==> src/rtl/uart_pattern_gen_if.sv <==
`default_nettype none
// +----------------------------------------------------------------------------+
// | uart_pattern_gen_if : request/complete handshake toward the uart transmitter|
// | Revision 1.0                                                               |
// +----------------------------------------------------------------------------+
interface uart_pattern_gen_if #(
  parameter int DATA_BITS = 8
);
  logic                 tx_start;
  logic [DATA_BITS-1:0] tx_data;
  logic                 tx_done_tick;

  modport master (
    output tx_start,
    output tx_data,
    input  tx_done_tick
  );

  modport slave (
    input  tx_start,
    input  tx_data,
    output tx_done_tick
  );
endinterface
`default_nettype wire

==> src/rtl/uart_pattern_gen.sv <==
`default_nettype none
// +----------------------------------------------------------------------------+
// | uart_pattern_gen : periodic burst generator (increment/fixed/walk/LFSR)    |
// | Revision 1.0                                                               |
// +----------------------------------------------------------------------------+
module uart_pattern_gen #(
  parameter int                   DATA_BITS      = 8,
  parameter int                   PERIOD_CYCLES  = 33554432,
  parameter int                   BURST_LEN      = 1,
  parameter logic [DATA_BITS-1:0] START_CHAR     = 8'h30,
  parameter logic [DATA_BITS-1:0] END_CHAR       = 8'h39,
  parameter logic [DATA_BITS-1:0] LFSR_TAPS      = 8'hB8,
  parameter logic [DATA_BITS-1:0] LFSR_SEED      = 8'hA5,
  parameter int                   TIMEOUT_CYCLES = 65536
) (
  input  logic                 clk,
  input  logic                 rst,
  input  logic                 enable,
  input  logic [1:0]           mode,
  input  logic [DATA_BITS-1:0] fixed_data,
  uart_pattern_gen_if.master   tx_if,
  output logic                 busy,
  output logic                 ledout,
  output logic [15:0]          bytes_sent,
  output logic                 err_timeout
);

  localparam int PW = $clog2(PERIOD_CYCLES);
  localparam int TW = $clog2(TIMEOUT_CYCLES);
  localparam int BW = $clog2(BURST_LEN + 1);

  localparam logic [PW-1:0]        PERIOD_LAST  = PW'(PERIOD_CYCLES - 1);
  localparam logic [TW-1:0]        TIMEOUT_LAST = TW'(TIMEOUT_CYCLES - 1);
  localparam logic [DATA_BITS-1:0] WALK_INIT    = DATA_BITS'(1);

  localparam logic [1:0] MODE_INC   = 2'd0;
  localparam logic [1:0] MODE_FIXED = 2'd1;
  localparam logic [1:0] MODE_WALK  = 2'd2;
  localparam logic [1:0] MODE_LFSR  = 2'd3;

  localparam logic [1:0] S_IDLE  = 2'd0;
  localparam logic [1:0] S_START = 2'd1;
  localparam logic [1:0] S_WAIT  = 2'd2;

  logic [1:0]           state_q,       state_d;
  logic [PW-1:0]        period_cnt_q,  period_cnt_d;
  logic [TW-1:0]        timeout_cnt_q, timeout_cnt_d;
  logic [BW-1:0]        burst_idx_q,   burst_idx_d;
  logic [1:0]           cur_mode_q,    cur_mode_d;
  logic [DATA_BITS-1:0] pattern_q,     pattern_d;
  logic [DATA_BITS-1:0] tx_data_q,     tx_data_d;
  logic                 ledout_q,      ledout_d;
  logic [15:0]          bytes_sent_q,  bytes_sent_d;
  logic                 err_timeout_q, err_timeout_d;

  logic [DATA_BITS-1:0] start_data;
  logic [DATA_BITS-1:0] pattern_adv;
  logic [TW-1:0]        timeout_inc;
  logic                 burst_last;

  function automatic logic [DATA_BITS-1:0] pattern_init(
    input logic [1:0]           m,
    input logic [DATA_BITS-1:0] cur
  );
    case (m)
      MODE_INC:  return START_CHAR;
      MODE_WALK: return WALK_INIT;
      MODE_LFSR: return LFSR_SEED;
      default:   return cur;
    endcase
  endfunction

  function automatic logic [DATA_BITS-1:0] pattern_next(
    input logic [1:0]           m,
    input logic [DATA_BITS-1:0] v
  );
    case (m)
      MODE_INC:  return (v == END_CHAR) ? START_CHAR : v + DATA_BITS'(1);
      MODE_WALK: return {v[DATA_BITS-2:0], v[DATA_BITS-1]};
      MODE_LFSR: return {v[DATA_BITS-2:0], ^(v & LFSR_TAPS)};
      default:   return v;
    endcase
  endfunction

  always_ff @(posedge clk) begin
    if (rst) begin
      state_q       <= S_IDLE;
      period_cnt_q  <= '0;
      timeout_cnt_q <= '0;
      burst_idx_q   <= '0;
      cur_mode_q    <= MODE_INC;
      pattern_q     <= START_CHAR;
      tx_data_q     <= START_CHAR;
      ledout_q      <= 1'b0;
      bytes_sent_q  <= '0;
      err_timeout_q <= 1'b0;
    end else begin
      state_q       <= state_d;
      period_cnt_q  <= period_cnt_d;
      timeout_cnt_q <= timeout_cnt_d;
      burst_idx_q   <= burst_idx_d;
      cur_mode_q    <= cur_mode_d;
      pattern_q     <= pattern_d;
      tx_data_q     <= tx_data_d;
      ledout_q      <= ledout_d;
      bytes_sent_q  <= bytes_sent_d;
      err_timeout_q <= err_timeout_d;
    end
  end

  // Fixed mode bypasses the pattern register so fixed_data is taken live in START.
  assign start_data  = (cur_mode_q == MODE_FIXED) ? fixed_data : pattern_q;
  assign pattern_adv = pattern_next(cur_mode_q, pattern_q);
  assign timeout_inc = timeout_cnt_q + TW'(1);
  assign burst_last  = ((32'(burst_idx_q) + 32'd1) == 32'(BURST_LEN));

  always_comb begin
    state_d       = state_q;
    period_cnt_d  = period_cnt_q;
    timeout_cnt_d = timeout_cnt_q;
    burst_idx_d   = burst_idx_q;
    cur_mode_d    = cur_mode_q;
    pattern_d     = pattern_q;
    tx_data_d     = tx_data_q;
    ledout_d      = ledout_q;
    bytes_sent_d  = bytes_sent_q;
    err_timeout_d = err_timeout_q;

    case (state_q)
      S_IDLE: begin
        if (enable) begin
          if (period_cnt_q == PERIOD_LAST) begin
            period_cnt_d  = '0;
            cur_mode_d    = mode;
            burst_idx_d   = '0;
            timeout_cnt_d = '0;
            state_d       = S_START;
            if (mode != cur_mode_q) begin
              pattern_d = pattern_init(mode, pattern_q);
            end
          end else begin
            period_cnt_d = period_cnt_q + PW'(1);
          end
        end
      end

      S_START: begin
        tx_data_d     = start_data;
        timeout_cnt_d = '0;
        state_d       = S_WAIT;
      end

      S_WAIT: begin
        if (tx_if.tx_done_tick) begin
          pattern_d     = pattern_adv;
          tx_data_d     = (cur_mode_q == MODE_FIXED) ? tx_data_q : pattern_adv;
          ledout_d      = ~ledout_q;
          bytes_sent_d  = bytes_sent_q + 16'd1;
          burst_idx_d   = burst_idx_q + BW'(1);
          timeout_cnt_d = '0;
          state_d       = (burst_last || !enable) ? S_IDLE : S_START;
        end else if (timeout_inc == TIMEOUT_LAST) begin
          err_timeout_d = 1'b1;
          timeout_cnt_d = '0;
          state_d       = S_IDLE;
        end else begin
          timeout_cnt_d = timeout_inc;
        end
      end

      default: begin
        state_d = S_IDLE;
      end
    endcase
  end

  always_comb begin
    tx_if.tx_start = (state_q == S_START);
    tx_if.tx_data  = (state_q == S_START) ? start_data : tx_data_q;
    busy           = (state_q != S_IDLE);
    ledout         = ledout_q;
    bytes_sent     = bytes_sent_q;
    err_timeout    = err_timeout_q;
  end

endmodule
`default_nettype wire

==> src/flat_wrapper.sv <==
// flat-port wrapper written by rule: the top's interface ports become plain ports
module uart_pattern_gen_flat 
#(
  parameter int                   DATA_BITS      = 8,
  parameter int                   PERIOD_CYCLES  = 33554432,
  parameter int                   BURST_LEN      = 1,
  parameter logic [DATA_BITS-1:0] START_CHAR     = 8'h30,
  parameter logic [DATA_BITS-1:0] END_CHAR       = 8'h39,
  parameter logic [DATA_BITS-1:0] LFSR_TAPS      = 8'hB8,
  parameter logic [DATA_BITS-1:0] LFSR_SEED      = 8'hA5,
  parameter int                   TIMEOUT_CYCLES = 65536
)
  (clk, rst, enable, mode, fixed_data, busy, ledout, bytes_sent, err_timeout, tx_if_tx_start, tx_if_tx_data, tx_if_tx_done_tick);
  uart_pattern_gen_if #(.DATA_BITS(DATA_BITS)) tx_if_i ();
  input  logic clk;
  input  logic rst;
  input  logic enable;
  input  logic [1:0] mode;
  input  logic [DATA_BITS-1:0] fixed_data;
  output logic busy;
  output logic ledout;
  output logic [15:0] bytes_sent;
  output logic err_timeout;
  output wire logic [$bits(tx_if_i.tx_start)-1:0] tx_if_tx_start;
  output wire logic [$bits(tx_if_i.tx_data)-1:0] tx_if_tx_data;
  input wire logic [$bits(tx_if_i.tx_done_tick)-1:0] tx_if_tx_done_tick;
  assign tx_if_tx_start = tx_if_i.tx_start;
  assign tx_if_tx_data = tx_if_i.tx_data;
  assign tx_if_i.tx_done_tick = tx_if_tx_done_tick;
  uart_pattern_gen #(.DATA_BITS(DATA_BITS), .PERIOD_CYCLES(PERIOD_CYCLES), .BURST_LEN(BURST_LEN), .START_CHAR(START_CHAR), .END_CHAR(END_CHAR), .LFSR_TAPS(LFSR_TAPS), .LFSR_SEED(LFSR_SEED), .TIMEOUT_CYCLES(TIMEOUT_CYCLES)) u_core (.clk(clk), .rst(rst), .enable(enable), .mode(mode), .fixed_data(fixed_data), .tx_if(tx_if_i), .busy(busy), .ledout(ledout), .bytes_sent(bytes_sent), .err_timeout(err_timeout));
endmodule
==> config.mk <==
export PLATFORM = sky130hd
export DESIGN_NAME = uart_pattern_gen_flat
export DESIGN_NICKNAME = d
export VERILOG_FILES = /design/src/rtl/uart_pattern_gen_if.sv /design/src/rtl/uart_pattern_gen.sv /design/src/flat_wrapper.sv
export SDC_FILE = /design/constraint.sdc
export NUM_CORES = 1
export LEC_CHECK = 0
export CAP_MARGIN = 15
export CORE_MARGIN = 2
export CORE_UTILIZATION = 30
export DETAILED_ROUTE_END_ITERATION = 16
export PLACE_DENSITY_LB_ADDON = 0.2
export SLEW_MARGIN = 25
export SYNTH_ARGS = -nofsm -noshare
export SYNTH_HDL_FRONTEND = slang
export SYNTH_SLANG_ARGS = --single-unit
==> constraint.sdc <==
create_clock -name clk -period 2.7 [get_ports clk]
set_clock_uncertainty 0.05 [all_clocks]
set_input_delay 0.54 -clock clk [delete_from_list [all_inputs] [get_ports clk]]
set_output_delay 0.54 -clock clk [all_outputs]
set_load 0.1 [all_outputs]
==> results of run 1 <==
==> cells by family (layout without fill, tap and decap cells) <==
logic type / count (synthesis) / after routing
simple gates: 238 / 238
compound gates: 107 / 107
flops: 80 / 80
xor+xnor: 43 / 43
buf+inv: 42 / 92
mux: 12 / 12
fa+ha+maj: 7 / 7
==> power by group through the flow <==
| stage | Sequential, mW | Clock [mW] | Combinational, mW |
|---|---|---|---|
| after floorplan | 1.21 | 0 | 0.0325 |
| after global placement | 1.21 | 0 | 0.0675 |
| after detailed placement | 1.21 | 0 | 0.0680 |
| after CTS | 1.18 | 1.45 | 0.0678 |
| after global routing | 1.18 | 1.50 | 0.0741 |
| final | 1.18 | 1.41 | 0.0663 |
==> cell usage in the layout (no fill, tap or decap), drive strengths merged, types with 4 or more instances in the layout <==
| master | synthesis | routed |
|---|---|---|
| a211oi | 4 | 4 |
| a21oi | 28 | 28 |
| a31oi | 6 | 6 |
| and2 | 4 | 4 |
| and3 | 10 | 10 |
| and4 | 5 | 5 |
| buf | 11 | 49 |
| clkbuf | 17 | 10 |
| clkdlybuf4s50 | 0 | 13 |
| dfxtp | 80 | 80 |
| ha | 7 | 7 |
| inv | 14 | 14 |
| mux2i | 11 | 11 |
| nand2 | 56 | 56 |
| nand3 | 20 | 20 |
| nand4 | 21 | 21 |
| nor2 | 71 | 71 |
| nor2b | 4 | 4 |
| nor3 | 10 | 10 |
| o211ai | 5 | 5 |
| o21ai | 36 | 36 |
| o22ai | 5 | 5 |
| o311ai | 5 | 5 |
| or2 | 5 | 5 |
| or3 | 11 | 11 |
| xnor2 | 19 | 19 |
| xor2 | 24 | 24 |
==> worst max-delay path: cells and delay by family (launching register included) <==
| kind | cells | cell delay (ps) |
|---|---|---|
| DFF | 1 | 530 |
| buffers and inverters | 2 | 420 |
| AOI/OAI and AO/OA | 1 | 250 |
| muxes | 1 | 180 |
| and+or+nand+nor | 1 | 90 |
==> state kept, by name (all words and copies together) (netlist names) <==
name and cells:
u_core.burst_idx_q 1, u_core.bytes_sent 16, u_core.cur_mode_q 2, u_core.err_timeout 1, u_core.ledout 1, u_core.pattern_q 8
u_core.period_cnt_q 25, u_core.state_q 2, u_core.timeout_cnt_q 16, u_core.tx_data_q 8
==> layout make-up <==
cell class | instances | area, um^2 | share of cell area
Clock buffer | 10 | 229.0 | 0.04273
Clock inverter | 6 | 107.6 | 0.02008
Inverter | 14 | 52.55 | 0.009806
Multi-Input combinational cell | 407 | 2520 | 0.4702
Sequential cell | 80 | 1602 | 0.2989
Tap cell | 180 | 225.2 | 0.04203
Timing Repair Buffer | 62 | 623.1 | 0.1163
==> worst paths after layout <==
path	endpoint	slack [ps]	cells after the start
worst max-delay path	tx_if_tx_data[5]	290	5
worst min register to register	u_core.tx_data_q[3]	410	2
worst min-delay path	u_core.tx_data_q[3]	410	2
worst max register to register	u_core.timeout_cnt_q[14]	310	7
==> per-stage QoR <==
stage / worst slack, ps / hold slack (ps) / power (mW)
floorplan: -10.29 / 382.2 / 1.243
global placement: 76.34 / 394.8 / 1.279
detailed placement: 33.63 / 398.8 / 1.279
CTS: 287.8 / 408.5 / 2.700
global route: 81.28 / 430.1 / 2.755
finish: 290.7 / 409.0 / 2.660
==> routing by layer <==
layer | share of wire | up-vias | GRT usage
met4 | 0.020 | 0 | 0.06463
li1 | - | 1977 | -
met2 | 0.44 | 85 | 0.2270
met1 | 0.49 | 1790 | 0.2066
met5 | 0 | - | 0
met3 | 0.047 | 15 | 0.04059
==> impl_metrics.xml, run 1 <==
<?xml version="1.0" encoding="UTF-8"?>
<metrics>
  <group name="yosys">
    <metric name="synth_enable_flop_cells" unit="">0</metric>
    <metric name="synth-main-ff-cell" unit="">dfxtp_1</metric>
    <metric name="post_synth_instance_area" unit="mm^2">0.004282</metric>
    <metric name="netlist.top_cell.by_area" unit="">dfxtp_1</metric>
    <metric name="synth_top_family_by_area" unit="">simple AND/OR/NAND/NOR gates</metric>
    <metric name="synth_common_cells" unit="">dfxtp_1 (80), nor2_1 (71), nand2_1 (56)</metric>
    <metric name="yosys.area_share.xor_xnor" unit="">0.08796</metric>
    <metric name="yosysWarningCount" unit="">0</metric>
    <metric name="flop_and_latch_count_out_of_synthesis" unit="">80</metric>
    <metric name="synth_simple_gate_area_share" unit="">0.2838</metric>
    <metric name="synth_largest_type_area_fraction" unit="">0.3741</metric>
    <metric name="number_of_unique_standard_cell_types_used_by_synthesis" unit="">57</metric>
    <metric name="synth.yosys.seq_area_share" unit="">0.3741</metric>
    <metric name="synth.mux.area_fraction" unit="">0.02835</metric>
    <metric name="synthAdderAreaFrac" unit="">0.02046</metric>
    <metric name="synthArstFlopShare" unit="">0</metric>
    <metric name="syn_inst" unit="">529</metric>
    <metric name="most_common_cell_in_the_netlist" unit="">dfxtp_1</metric>
    <metric name="syn-num-nets" unit="">550</metric>
    <metric name="synth.area.top_cells" unit="">dfxtp_1 (37%), nor2_1 (6.2%), nand2_1 (4.9%), xor2_1 (4.9%), o21ai_0 (4.1%)</metric>
    <metric name="syn-mean-instance-area" unit="um^2">8.094</metric>
    <metric name="synth_compound_area_frac" unit="">0.1610</metric>
  </group>
  <group name="routing">
    <metric name="drc" unit="">0</metric>
    <metric name="drt_iter0_markers" unit="">239</metric>
    <metric name="route.vias.total" unit="">3867</metric>
    <metric name="viasPerCell" unit="">5.095</metric>
    <metric name="drt_pre_antenna_iters" unit="">4</metric>
    <metric name="drt_wl_total" unit="um">10810</metric>
    <metric name="routed_wire_length_per_instance" unit="um">14.24</metric>
    <metric name="drt.antenna.violating_nets" unit="">0</metric>
  </group>
  <group name="clocking">
    <metric name="htree_num_levels" unit="">3</metric>
    <metric name="postCtsSetupRepairBufs" unit="">0</metric>
    <metric name="clkSinkCount" unit="">80</metric>
    <metric name="cts_hold_buffers" unit="">0</metric>
    <metric name="cts_tree" unit="">yes</metric>
    <metric name="cts_resized" unit="">0</metric>
    <metric name="insertion_delay" unit="ps">350</metric>
    <metric name="worst_setup_hold_path_clk_slew" unit="ps">60</metric>
    <metric name="ctsLongestPathBuffers" unit="">2</metric>
    <metric name="cts.root.buffer_cell" unit="">clkbuf_16</metric>
    <metric name="tritoncts.num_buffers" unit="">9</metric>
  </group>
  <group name="sta">
    <metric name="fin_crit" unit="ps">2409</metric>
    <metric name="final_min_period_over_clock_period" unit="">0.8923</metric>
    <metric name="grt_setup_unrepaired" unit="">no</metric>
    <metric name="finalSetupViolCount" unit="">0</metric>
    <metric name="max_slew_margin" unit="">0.3541</metric>
    <metric name="finalHoldViolCount" unit="">0</metric>
    <metric name="tightest_slew" unit="ps">968.9</metric>
    <metric name="max_freq" unit="MHz">415.1</metric>
    <metric name="timing.setup.tns" unit="ps">0</metric>
    <metric name="slew_viol_final" unit="">0</metric>
  </group>
  <group name="worst_setup_path">
    <metric name="endpoint_class_of_the_critical_path" unit="">primary output</metric>
    <metric name="crit_start" unit="">u_core.cur_mode_q[1]</metric>
    <metric name="required" unit="ps">2110</metric>
    <metric name="timing.critical_path.arrival" unit="ps">1820</metric>
    <metric name="worst_path_largest_cell_delay" unit="ps">530</metric>
    <metric name="criticalPathCategory" unit="">flip-flop to primary output</metric>
    <metric name="worstSetupStartpointType" unit="">flip-flop</metric>
    <metric name="cp_cell_sequence" unit="">nor2b_1 -&gt; buf_4 -&gt; mux2i_1 -&gt; o21ai_2 -&gt; buf_12</metric>
    <metric name="crit_path_top_delay_cell" unit="">dfxtp_1</metric>
    <metric name="reg2reg_from" unit="">u_core.timeout_cnt_q[0]</metric>
    <metric name="critPathMaxFanout" unit="">12</metric>
  </group>
  <group name="place">
    <metric name="place_area" unit="mm^2">0.005022</metric>
    <metric name="total_placed_cells_including_tap_cells" unit="">743</metric>
    <metric name="port_buffers" unit="">41</metric>
    <metric name="gpl.final_weighted_congestion" unit="">0.8266</metric>
    <metric name="detailedPlacementHpwl" unit="um">7673</metric>
  </group>
  <group name="power_and_ir_drop">
    <metric name="netSwitchingPower" unit="mW">0.5487</metric>
    <metric name="power_switching_share" unit="">0.2062</metric>
    <metric name="power.share.sequential" unit="">0.445</metric>
    <metric name="static-leakage-power" unit="nW">1.912</metric>
    <metric name="power_frac_comb" unit="">0.025</metric>
    <metric name="power_per_cell_area" unit="mW/mm^2">496.5</metric>
    <metric name="clock_share_of_power" unit="">0.530</metric>
    <metric name="irDropWorstVdd" unit="mV">0.2953</metric>
    <metric name="pint" unit="mW">2.112</metric>
  </group>
  <group name="floorplanning">
    <metric name="die_w" unit="um">123.5</metric>
    <metric name="start_util" unit="">0.3073</metric>
    <metric name="chipHeight" unit="um">123.5</metric>
    <metric name="coreArea" unit="mm^2">0.01393</metric>
    <metric name="ios" unit="">42</metric>
    <metric name="die_area" unit="mm^2">0.01524</metric>
    <metric name="placementRows" unit="">43</metric>
  </group>
  <group name="outcome">
    <metric name="result_of_the_run" unit="">complete, no violations</metric>
  </group>
  <group name="final_layout">
    <metric name="layout.filler_cells" unit="">1430</metric>
    <metric name="p_r_area_growth_vs_syn" unit="%">25.16</metric>
    <metric name="final_antenna_diode_count" unit="">0</metric>
    <metric name="utilization_after_layout" unit="">0.3846</metric>
    <metric name="layout-drive-gt1-share" unit="">0.1451</metric>
    <metric name="design_area" unit="mm^2">0.005359</metric>
    <metric name="finish.net_count" unit="">595</metric>
    <metric name="final_cells" unit="">759</metric>
  </group>
  <group name="hold_path">
    <metric name="hp-start" unit="">u_core.tx_data_q[3]</metric>
    <metric name="worstHoldPathType" unit="">flip-flop to flip-flop</metric>
  </group>
  <group name="job">
    <metric name="maxCapViolations" unit="">0</metric>
  </group>
  <group name="grt">
    <metric name="grt_first_pass_wirelength" unit="um">18290</metric>
    <metric name="grt_start_max_net_pins" unit="">23</metric>
    <metric name="number_of_global_route_vias_before_repair" unit="">3698</metric>
    <metric name="grt_antenna_before_repair" unit="">0</metric>
    <metric name="track_usage" unit="">0.1523</metric>
    <metric name="global_route.overflow_total" unit="">0</metric>
  </group>
</metrics>
Note: power is estimated with default switching activity, not from simulation.
==> run 2, diff against run 1 <==
HOLD_SLACK_MARGIN = 0.1   (was unset)
==> results of run 2 <==
The final DEF is identical to that of run 1; final timing and power are the same.
==> run 3, diff against run 2 <==
CORE_ASPECT_RATIO = 0.8   (was unset)
==> run 3 against run 2 <==
Core utilization decreased by 0.66 points. Largest power group unchanged. Global-route usage decreased by 0.34 points. Via count increased by 1.0%. Final area decreased by 0.54%. Total power decreased by 6.4%.
==> impl_metrics.xml, run 3 (synthesis gave the netlist of run 1 again) <==
<?xml version="1.0" encoding="UTF-8"?>
<metrics>
  <group name="outcome">
    <metric name="result_of_the_run" unit="">complete, no violations</metric>
  </group>
  <group name="sta">
    <metric name="max_freq" unit="MHz">418.2</metric>
    <metric name="finalSetupViolCount" unit="">0</metric>
    <metric name="slew_viol_final" unit="">0</metric>
    <metric name="hold_ws" unit="ps">411.6</metric>
    <metric name="finalHoldViolCount" unit="">0</metric>
    <metric name="timing.setup.tns" unit="ps">0</metric>
    <metric name="grt_setup_unrepaired" unit="">no</metric>
    <metric name="tightest_slew" unit="ps">941.4</metric>
    <metric name="max_slew_margin" unit="">0.3724</metric>
    <metric name="final_min_period_over_clock_period" unit="">0.8856</metric>
    <metric name="fin_crit" unit="ps">2391</metric>
  </group>
  <group name="routing">
    <metric name="amount_of_wire_on_met2_after_detailed_routing" unit="um">4625</metric>
    <metric name="routed-wl-met3" unit="um">482</metric>
    <metric name="route.top_layer_used" unit="">met4</metric>
    <metric name="drt_pre_antenna_iters" unit="">5</metric>
    <metric name="drt_wl_total" unit="um">10880</metric>
    <metric name="drt.antenna.violating_nets" unit="">0</metric>
    <metric name="wl_met1" unit="um">5612</metric>
    <metric name="route.vias.total" unit="">3906</metric>
    <metric name="drt_iter0_markers" unit="">213</metric>
    <metric name="drc" unit="">0</metric>
    <metric name="viasPerCell" unit="">5.113</metric>
    <metric name="routed_wire_length_per_instance" unit="um">14.24</metric>
  </group>
  <group name="place">
    <metric name="gpl.final_weighted_congestion" unit="">0.8134</metric>
    <metric name="port_buffers" unit="">41</metric>
    <metric name="total_placed_cells_including_tap_cells" unit="">748</metric>
    <metric name="detailedPlacementHpwl" unit="um">7832</metric>
    <metric name="place_area" unit="mm^2">0.005030</metric>
  </group>
  <group name="worst_setup_path">
    <metric name="crit_start" unit="">u_core.timeout_cnt_q[0]</metric>
    <metric name="required" unit="ps">2930</metric>
    <metric name="worst-r2r-cell-count" unit="">7</metric>
    <metric name="setup.worst_path.end" unit="">u_core.timeout_cnt_q[14]</metric>
    <metric name="reg2reg_from" unit="">u_core.timeout_cnt_q[0]</metric>
    <metric name="worstSetupStartpointType" unit="">flip-flop</metric>
    <metric name="crit-reg2reg-capture" unit="">u_core.timeout_cnt_q[14]</metric>
    <metric name="timing.critical_path.arrival" unit="ps">2630</metric>
    <metric name="endpoint_class_of_the_critical_path" unit="">flip-flop</metric>
    <metric name="reg2reg_slack" unit="ps">310</metric>
    <metric name="criticalPathCategory" unit="">flip-flop to flip-flop</metric>
    <metric name="critPathMaxFanout" unit="">11</metric>
  </group>
  <group name="final_layout">
    <metric name="utilization_after_layout" unit="">0.3780</metric>
    <metric name="p_r_area_growth_vs_syn" unit="%">24.49</metric>
    <metric name="seqCellArea" unit="mm^2">0.001602</metric>
    <metric name="layout.cells.most_common" unit="">dfxtp_1</metric>
    <metric name="design_area" unit="mm^2">0.005330</metric>
    <metric name="finish.net_count" unit="">596</metric>
    <metric name="multiInputGateArea" unit="mm^2">0.002520</metric>
    <metric name="final_cells" unit="">764</metric>
    <metric name="layout-drive-gt1-share" unit="">0.1466</metric>
    <metric name="layout.filler_cells" unit="">1459</metric>
    <metric name="regMostFlops" unit="">u_core.period_cnt_q</metric>
    <metric name="layout.cells.most_common_list" unit="">dfxtp_1 (80), nor2_1 (71), nand2_1 (56)</metric>
    <metric name="final_antenna_diode_count" unit="">0</metric>
    <metric name="largest_register_ff_count" unit="">25</metric>
  </group>
  <group name="floorplanning">
    <metric name="coreArea" unit="mm^2">0.01410</metric>
    <metric name="die_w" unit="um">137.6</metric>
    <metric name="die_area" unit="mm^2">0.01525</metric>
    <metric name="chipHeight" unit="um">110.9</metric>
    <metric name="placementRows" unit="">39</metric>
    <metric name="ios" unit="">42</metric>
    <metric name="start_util" unit="">0.3036</metric>
  </group>
  <group name="grt">
    <metric name="grt_first_pass_wirelength" unit="um">18110</metric>
    <metric name="number_of_global_route_vias_before_repair" unit="">3709</metric>
    <metric name="grt_start_max_net_pins" unit="">28</metric>
    <metric name="global_route.overflow_total" unit="">0</metric>
    <metric name="grt_antenna_before_repair" unit="">0</metric>
    <metric name="track_usage" unit="">0.1489</metric>
  </group>
  <group name="power_and_ir_drop">
    <metric name="irDropWorstVdd" unit="mV">0.2527</metric>
    <metric name="power_per_cell_area" unit="mW/mm^2">467.1</metric>
    <metric name="static-leakage-power" unit="nW">1.906</metric>
  </group>
  <group name="clocking">
    <metric name="cts_tree" unit="">yes</metric>
    <metric name="clkSinkCount" unit="">80</metric>
    <metric name="htree_num_levels" unit="">3</metric>
    <metric name="worst_setup_hold_path_clk_slew" unit="ps">60</metric>
    <metric name="postCtsSetupRepairBufs" unit="">0</metric>
    <metric name="cts_resized" unit="">0</metric>
    <metric name="cts_hold_buffers" unit="">0</metric>
    <metric name="cts.root.buffer_cell" unit="">clkbuf_16</metric>
    <metric name="ctsLongestPathBuffers" unit="">2</metric>
    <metric name="insertion_delay" unit="ps">340</metric>
    <metric name="tritoncts.num_buffers" unit="">9</metric>
  </group>
  <group name="job">
    <metric name="maxCapViolations" unit="">0</metric>
  </group>
  <group name="hold_path">
    <metric name="hold-path-cell-count" unit="">2</metric>
    <metric name="worstHoldPathType" unit="">flip-flop to flip-flop</metric>
    <metric name="hp-start" unit="">u_core.tx_data_q[3]</metric>
  </group>
</metrics>
run 3: cell types whose count changed in the layout (fill, tap and decap cells not counted):
cell	change
clkdlybuf4s50_1	-1
clkbuf_1	+1
buf_2	+1
bufinv_16	-2
clkbuf_8	+2
clkinvlp_4	-1
buf_4	+1
run 3: worst min-delay path by stage:
stage	slack (ps)	to
6_report	410	u_core.tx_data_q[3]
2_1_floorplan	380	u_core.tx_data_q[3]
5_1_grt	440	u_core.tx_data_q[4]
3_3_place_gp	390	u_core.tx_data_q[3]
4_1_cts	410	u_core.tx_data_q[3]
3_5_place_dp	400	u_core.tx_data_q[3]
run 3: final cells by class:
cell class,instances,area share
Clock inverter,3,0.007512
Tap cell,184,0.04319
Multi-Input combinational cell,407,0.4728
Timing Repair Buffer,63,0.1174
Inverter,14,0.009859
Clock buffer,13,0.04883
Sequential cell,80,0.3005
run 3: critical path, stage by stage (launching register included):
cell,delay [ps]
dfxtp_1,500
ha_1,310
inv_1,120
nor4_2,390
nand3_1,160
or2_2,320
or4_1,400
nand3_1,90
run 3: per-stage QoR:
| stage | worst slack, ps | total power, mW |
|---|---|---|
| floorplan | -10.29 | 1.243 |
| global placement | 71.21 | 1.276 |
| detailed placement | 20.20 | 1.277 |
| CTS | 275.2 | 2.523 |
| global route | 93.82 | 2.571 |
| finish | 308.9 | 2.490 |
run 3: power breakdown:
part           internal [mW]  switching, mW  total (mW)
sequential              1.18        0.00257        1.19
clock                  0.764          0.475        1.24
combinational         0.0271         0.0378      0.0649
run 3: layer usage:
metal | global-route usage | up-vias
met5 | 0 | -
met4 | 0.05155 | 0
met3 | 0.03841 | 13
met2 | 0.2113 | 76
met1 | 0.2164 | 1845
li1 | - | 1972
